**config.mk**
```make
export PLATFORM = sky130hd
export DESIGN_NAME = mr1_bus_responder
export DESIGN_NICKNAME = d
export VERILOG_FILES = /design/src/rtl/mr1_bus_responder.sv
export SDC_FILE = /design/constraint.sdc
export NUM_CORES = 1
export LEC_CHECK = 0
export CAP_MARGIN = 20
export CORE_MARGIN = 2
export CORE_UTILIZATION = 40
export DETAILED_ROUTE_END_ITERATION = 10
export GPL_TIMING_DRIVEN = 0
export REMOVE_ABC_BUFFERS = 1
export SYNTH_ARGS = -nofsm -noshare
export SYNTH_HDL_FRONTEND = slang
export SYNTH_SLANG_ARGS = --single-unit
```
**constraint.sdc**
```tcl
create_clock -name clock -period 13.16 [get_ports clock]
set_input_delay 1.316 -clock clock [delete_from_list [all_inputs] [get_ports clock]]
set_output_delay 1.316 -clock clock [all_outputs]
set_load 0.005 [all_outputs]
```
**src/rtl/mr1_bus_responder.sv**
```systemverilog
// MR1 formal-harness bus responder: random but legal ready/response timing for the
// instruction and data buses, in-order address FIFOs and a sticky core-protocol check.

module mr1_bus_responder #(
  parameter int MAX_OUTSTANDING = 2,
  parameter int MAX_STALL       = 3,
  parameter int FAIRNESS        = 1
) (
  input  logic        clock,
  input  logic        reset,
  input  logic        instr_req_valid,
  input  logic [31:0] instr_req_addr,
  output logic        instr_req_ready,
  output logic        instr_rsp_valid,
  output logic [31:0] instr_rsp_addr,
  input  logic        data_req_valid,
  input  logic        data_req_wr,
  input  logic [31:0] data_req_addr,
  input  logic [1:0]  data_req_size,
  input  logic [31:0] data_req_data,
  output logic        data_req_ready,
  output logic        data_rsp_valid,
  output logic [31:0] data_rsp_addr,
  input  logic        instr_ready_rand,
  input  logic        instr_rsp_rand,
  input  logic        data_ready_rand,
  input  logic        data_rsp_rand,
  output logic [2:0]  instr_out_cnt,
  output logic [2:0]  data_out_cnt,
  output logic        protocol_err
);

  localparam logic [2:0] MAX_CNT   = 3'(MAX_OUTSTANDING);
  localparam logic [1:0] LAST_PTR  = 2'(MAX_OUTSTANDING - 1);
  localparam logic [7:0] STALL_LIM = 8'(MAX_STALL);
  localparam logic       FAIR      = (FAIRNESS != 0);

  // Index 0 is the instruction bus, index 1 the data bus.
  logic [1:0]  req_valid, req_load, ready_rand, rsp_rand;
  logic [1:0]  req_ready, rsp_valid, violation;
  logic [31:0] req_addr [2];
  logic [66:0] req_fields [2];
  logic [31:0] head_addr [2];
  logic [2:0]  cnt [2];

  function automatic logic [1:0] ptr_next(input logic [1:0] ptr);
    return (ptr == LAST_PTR) ? 2'd0 : ptr + 2'd1;
  endfunction

  function automatic logic [7:0] sat_inc(input logic [7:0] value);
    return (value == STALL_LIM) ? value : value + 8'd1;
  endfunction

  // Stores complete on accept, so only loads occupy a FIFO slot on the data bus.
  assign req_valid     = {data_req_valid, instr_req_valid};
  assign req_load      = {!data_req_wr, 1'b1};
  assign ready_rand    = {data_ready_rand, instr_ready_rand};
  assign rsp_rand      = {data_rsp_rand, instr_rsp_rand};
  assign req_addr[0]   = instr_req_addr;
  assign req_addr[1]   = data_req_addr;
  assign req_fields[0] = {35'd0, instr_req_addr};
  assign req_fields[1] = {data_req_wr, data_req_size, data_req_data, data_req_addr};

  for (genvar b = 0; b < 2; b++) begin : g_bus
    logic [2:0]  cnt_q;
    logic [1:0]  wr_ptr_q, rd_ptr_q;
    logic [31:0] fifo_q [4];
    logic [7:0]  req_stall_q, rsp_wait_q;
    logic        stalled_q;
    logic [66:0] fields_q;
    logic        force_ready, force_rsp, push, pop;

    assign force_ready  = FAIR && (req_stall_q == STALL_LIM);
    assign force_rsp    = FAIR && (rsp_wait_q == STALL_LIM);
    assign req_ready[b] = !reset && req_valid[b] && (!req_load[b] || (cnt_q < MAX_CNT))
                          && (ready_rand[b] || force_ready);
    // Built from the registered count only, so a request is never answered in its own cycle.
    assign rsp_valid[b] = !reset && (cnt_q != 3'd0) && (rsp_rand[b] || force_rsp);
    assign push         = req_ready[b] && req_load[b];
    assign pop          = rsp_valid[b];
    assign head_addr[b] = fifo_q[rd_ptr_q];
    assign cnt[b]       = cnt_q;
    assign violation[b] = stalled_q && (!req_valid[b] || (req_fields[b] != fields_q));

    always_ff @(posedge clock) begin
      if (reset) begin
        cnt_q       <= 3'd0;
        wr_ptr_q    <= 2'd0;
        rd_ptr_q    <= 2'd0;
        req_stall_q <= 8'd0;
        rsp_wait_q  <= 8'd0;
        stalled_q   <= 1'b0;
        fields_q    <= '0;
      end else begin
        if (push) wr_ptr_q <= ptr_next(wr_ptr_q);
        if (pop) rd_ptr_q <= ptr_next(rd_ptr_q);
        if (push && !pop) cnt_q <= cnt_q + 3'd1;
        else if (pop && !push) cnt_q <= cnt_q - 3'd1;
        req_stall_q <= (req_valid[b] && !req_ready[b]) ? sat_inc(req_stall_q) : 8'd0;
        rsp_wait_q  <= ((cnt_q != 3'd0) && !rsp_valid[b]) ? sat_inc(rsp_wait_q) : 8'd0;
        stalled_q   <= req_valid[b] && !req_ready[b];
        fields_q    <= req_fields[b];
      end
    end

    always_ff @(posedge clock) begin
      if (push) fifo_q[wr_ptr_q] <= req_addr[b];
    end
  end

  assign instr_req_ready = req_ready[0];
  assign instr_rsp_valid = rsp_valid[0];
  assign instr_rsp_addr  = head_addr[0];
  assign instr_out_cnt   = cnt[0];
  assign data_req_ready  = req_ready[1];
  assign data_rsp_valid  = rsp_valid[1];
  assign data_rsp_addr   = head_addr[1];
  assign data_out_cnt    = cnt[1];

  always_ff @(posedge clock) begin
    if (reset) protocol_err <= 1'b0;
    else if (|violation) protocol_err <= 1'b1;
  end

endmodule
```
## After elaboration in Yosys (flattened, before gate mapping)

Memory sizes are Yosys's and may differ from the RTL's. A register that Yosys moved wholly into a read port is not among the register bits.
Cells that the tools add are included.

| cells by class | value |
|---|---|
| bitwise gates (word level) | 4 |
| equality and inequality tests | 10 |
| multiplexer cells | 16 |
| reduce and logical (&&, ||, !) cells | 46 |
| add/subtract/negate cells | 12 |
| order comparisons | 2 |

Operators with widths:

| cell | number |
|---|---|
| $ne A32 B67 Y1 | 1 |
| $ne A67 B67 Y1 | 1 |
| $add A8 B1 Y8 const B | 4 |
| $eq A8 B2 Y1 const B | 4 |
| $logic_and A1 B1 Y1 | 21 |
| $mux W2 | 8 |
| $mux W3 | 4 |
| $reduce_or A2 Y1 | 5 |
| $logic_not A1 Y1 | 9 |
| $add A2 B1 Y2 const B | 4 |
| $eq A2 B1 Y1 const B | 4 |
| $logic_or A1 B1 Y1 | 7 |
| $add A3 B1 Y3 const B | 2 |
| $lt A3 B2 Y1 const B | 2 |
| $reduce_bool A3 Y1 | 2 |
| $sub A3 B1 Y3 const B | 2 |
| $mux W1 | 4 |
| $not A1 Y1 | 4 |
| $reduce_bool A2 Y1 | 2 |

| storage, ports and cells | value |
|---|---|
| bits in registers | 183 |
| input bits | 107 |
| memories kept | 2 |
| bits in writable memories | 256 |
| output and inout port bits | 75 |
| logic and storage cells | 108 |

Memories:

| name | depth | width | rd ports | clocked after memory_dff | write ports | line | text |
|---|---|---|---|---|---|---|---|
| g_bus[0].fifo_q | 4 | 32 | 1 | 1 | 1 | 67 | `logic [31:0] fifo_q [4];` |
| g_bus[1].fifo_q | 4 | 32 | 1 | 1 | 1 | 67 |  |

## Longest topological paths before layout

Gate-level depths: netlist of run 1.

| logic depth | value |
|---|---|
| word-level depth | 9 |
| mapped depth | 11 |
| depth with buffers taken out | 11 |

## Worst setup path after synthesis of run 1

Ideal clock, no wire load.

| timing | value |
|---|---|
| path kind | input to register |
| start point | input port reset |
| end point | memory g_bus[0].fifo_q[2][0], enable pin |
| buffers on the path | 1 |
| required time | 12647 ps |
| data arrival time | 5149 ps |
| setup slack | 7498 ps |
| stages on the path | 3 |
| library setup time | 513 ps |
| path through | clkbuf_1 > nand2b_1 > nor4b_1 |

| on the way | value |
|---|---|
| word-level cells in the longest chain between the ends | 6 |

RTL lines:

| item | line | text |
|---|---|---|
| from (decl) | 10 | `input logic reset,` |
| $logic_not A1 Y1 | 75 | `assign req_ready[b] = !reset && req_valid[b] && (!req_load[b] \|\| (cnt_q < MAX_CNT))` |
| $logic_and A1 B1 Y1 (2 in a row) | 75 |  |
| $logic_and A1 B1 Y1 | 76 | `&& (ready_rand[b] \|\| force_ready);` |
| $mux W1 | 107 | `if (push) fifo_q[wr_ptr_q] <= req_addr[b];` |
| $mux W1 (not written as such) | 107 |  |
| to (decl) | 67 |  |

Every way passes these cells.

## Final worst setup path of run 1

| timing | value |
|---|---|
| start point | input port reset |
| end point | output port data_rsp_valid |

| on the way | value |
|---|---|
| word-level cells in the longest chain between the ends | 3 |

RTL lines:

| item | line | text |
|---|---|---|
| $logic_not A1 Y1 | 78 | `assign rsp_valid[b] = !reset && (cnt_q != 3'd0) && (rsp_rand[b] \|\| force_rsp);` |
| $logic_and A1 B1 Y1 (2 in a row) | 78 |  |
| to (decl) | 22 | `output logic data_rsp_valid,` |

Every way passes these cells.

==> metrics.cfg, run 1 <==
[global_routing]
grt_pass1_vias = 8145
grt.total_usage = 0.159
antenna_found_initial = 2
grt_pass1_wl_um = 47300
grt_max_degree = 62
overflow = 0

[cts]
root_buffer = clkbuf_16
clk_latency_ns = 0.57
cts-hold-fix-buffers = 0
cts_made_buffers = 43
clock_path_buffers = 3
htree_levels = 2
clkSinkCount = 408
tritoncts = built
post_cts_buffers = 0
ctsResizeCount = 0
clk_pin_slew_ns = 0.06

[drt]
antenna_left = 0
drtIter0Drc = 356
routed.top_layer = met5
wl_met1_um = 13700
drt-total-wl_um = 30700
wl_met2_um = 14500
drc = 0
dr_total_vias = 8138
met3WireLength_um = 1870
vias_per_cell = 4.79
drtPass1Iterations = 6
avgRoutedWirePerCell_um = 18.1

[sta]
tns_ns = 0
worst_pin_slew_ns = 0.750
skew_ns = 0.00906
period_minus_slack_ns = 4.20
finalHoldViolCount = 0
maxSlewViolCount = 0
fmax_ghz = 0.238
period_share = 0.319
grt_setup_unrepaired = false
slew-limit-headroom = 0.500
setup_viol = 0

[layout]
layout_common_cells = 256 x edfxtp_1, 180 x clkdlybuf4s50_1, 148 x dfxtp_1, 96 x nor2b_1, 77 x xor2_1
layout_commonest_cell = edfxtp_1
drive_gt1_frac = 0.146
fin_util = 0.516
nets = 1268
area_delta_synth_final_pct = 27.4
fillers = 3177
final_cells = 1700

[setup_path]
worstPathRequired_ns = 11.84
r2r_end = g_bus[1].fifo_q[0][19]$_DFFE_PP_
r2r_cells = 9
path_max_fanout = 59
worstPathArrival_ns = 2.88
critPathKind = in -> out
timing.reg2reg.setup_slack_ns = 9.97
r2r-start = g_bus[1].req_stall_q[0]$_SDFFE_PP0N_
start_kind = input port
endpoint_kind = primary output

[hold_path]
hp-class = reg -> reg
min_path_cells = 2
hold_start = g_bus[0].rd_ptr_q[1]$_SDFFE_PP0P_

[status]
status = completed

[floorplanning]
rows = 71
coreArea_um2 = 37500
num_io_pins = 182
die_width_um = 199
die_h_um = 199
die-area_um2 = 39500
start_util = 0.405

[power]
vdd_drop_max_mv = 0.104
powerDensity_nw_per_um2 = 150
leakage_uw = 0.00660

[logic_synthesis]
async_flop_share = 0
synth_top_area_cell = edfxtp_1
synth_top_cell_area_share = 0.506
ys_ff_latch = 408
synth_flop_cell = edfxtp_1
synth_cells = 930
ys_types = 44
seq_area_frac_synth = 0.707
syn_area_um2 = 15200
synth-edff-count = 256
synth_area_leaders = edfxtp_1 51%, dfxtp_1 20%, mux4_2 9.5%
syn_avg_cell_area_um2 = 16.3
yosys_warnings = 0

[placement]
dpl.cell_count = 1619
finalWeightedCongestion = 0.749
port_buffers = 181
dp_hpwl_um = 20300

[flow_run]
maxCapViolations = 0

## worst max-delay path, cell delays in order
cell	delay [ns]
buf_4	0.50
nor2_1	0.16
o21ai_0	0.22
inv_1	0.15
clkdlybuf4s50_1	0.48
## cell usage after synthesis, drive strengths merged, types with 2 or more instances
master and number:
xor2 77, nand2b 4, nand4 12, mux2i 3, or3 2, nor4 19
clkbuf 19, nor2 57, edfxtp 256, and3 12, nand2 11, a2111oi 2
mux4 64, ha 6, mux2 2, a22o 3, xnor2 41, o2bb2ai 2
buf 8, nor2b 96, nand3b 2, o21ai 7, o22ai 5, and3b 3
a21oi 6, nor4b 3, inv 18, nor3 5, fa 2, nand3 23
dfxtp 152
## worst max-delay path by stage
stage / from / to
global route: reset / data_rsp_valid
detailed placement: reset / data_rsp_valid
finish: reset / data_rsp_valid
floorplan: reset / g_bus[0].fifo_q[2][0]$_DFFE_PP_
global placement: reset / g_bus[0].fifo_q[2][4]$_DFFE_PP_
CTS: g_bus[0].req_stall_q[0]$_SDFFE_PP0N_ / instr_req_ready
## power breakdown
| part | internal, µW | leakage, µW | switching (µW) |
|---|---|---|---|
| registers | 1390 | 0.00356 | 28.0 |
| logic | 154 | 0.00232 | 104 |
| clock network | 727 | 0.000713 | 496 |
## stage by stage
| stage | total power [µW] | hold WS, ns | setup WS [ns] | instance area (µm²) |
|---|---|---|---|---|
| detailed placement | 1710 | 0.431 | 8.94 | 17900 |
| global placement | 1710 | 0.437 | 0.683 | 17500 |
| floorplan | 1570 | 0.421 | 7.69 | 15100 |
| global route | 3020 | 0.467 | 8.77 | 19300 |
| finish | 2900 | 0.447 | 8.96 | 19300 |
| CTS | 2950 | 0.449 | 8.91 | 19300 |
## state kept, by name, summed over array words and instances, names as in the netlist, named ones only
name               cells
g_bus.fifo_q         256
g_bus.fields_q        99
g_bus.req_stall_q     16
g_bus.rsp_wait_q      16
g_bus.rd_ptr_q         4
g_bus.wr_ptr_q         4
data_out_cnt           3
instr_out_cnt          3
g_bus.stalled_q        2
protocol_err           1
## metal layers
| layer | vias to the layer above | track usage |
|---|---|---|
| li1 | 3903 | - |
| met1 | 4016 | 0.209 |
| met2 | 171 | 0.256 |
| met3 | 46 | 0.0475 |
| met4 | 2 | 0.0437 |
| met5 | - | 0 |
## cell families after synthesis
kind of cell               Yosys count  synth area share
AOI/OAI and AO/OA                   29            0.0130
xor gates and xnor gates           118            0.0681
adders and majority gates            8           0.00758
buffers and inverters               45            0.0116
DFF                                408             0.707
muxes                               69            0.0984
and+or+nand+nor                    253            0.0944
## final cells by class
class                      count  area [µm²]  share of cell area
timing repair buffer         205        2140               0.111
clock inverter                19         233              0.0120
multi-input combinational    477        4310               0.223
tap                          511         639              0.0331
sequential                   408       10700               0.555
inverter                      18        67.6             0.00349
clock buffer                  61        1210              0.0628
antenna                        1        2.50            0.000129
(Power assumes the default switching activity.)
==> run 2: changes to the inputs <==
- clock period: 13.16 -> 3.5 ns (I/O delays scaled with it)
==> results of run 2 <==
Same layout as run 1 (identical final DEF). Status: completed.
Among the figures that moved: setup slack after placement 8.94 ns -> 0.264 ns; setup slack after layout 8.96 ns -> 0.281 ns; hold slack 0.447 ns -> 0.294 ns; start point of the critical path reset -> g_bus[0].req_stall_q[0]$_SDFFE_PP0N_; end point of the critical path data_rsp_valid -> instr_req_ready; register-to-register setup slack 9.97 ns -> 0.31 ns; total power 2900 µW -> 10900 µW; worst IR drop on VDD 0.104 mV -> 0.391 mV
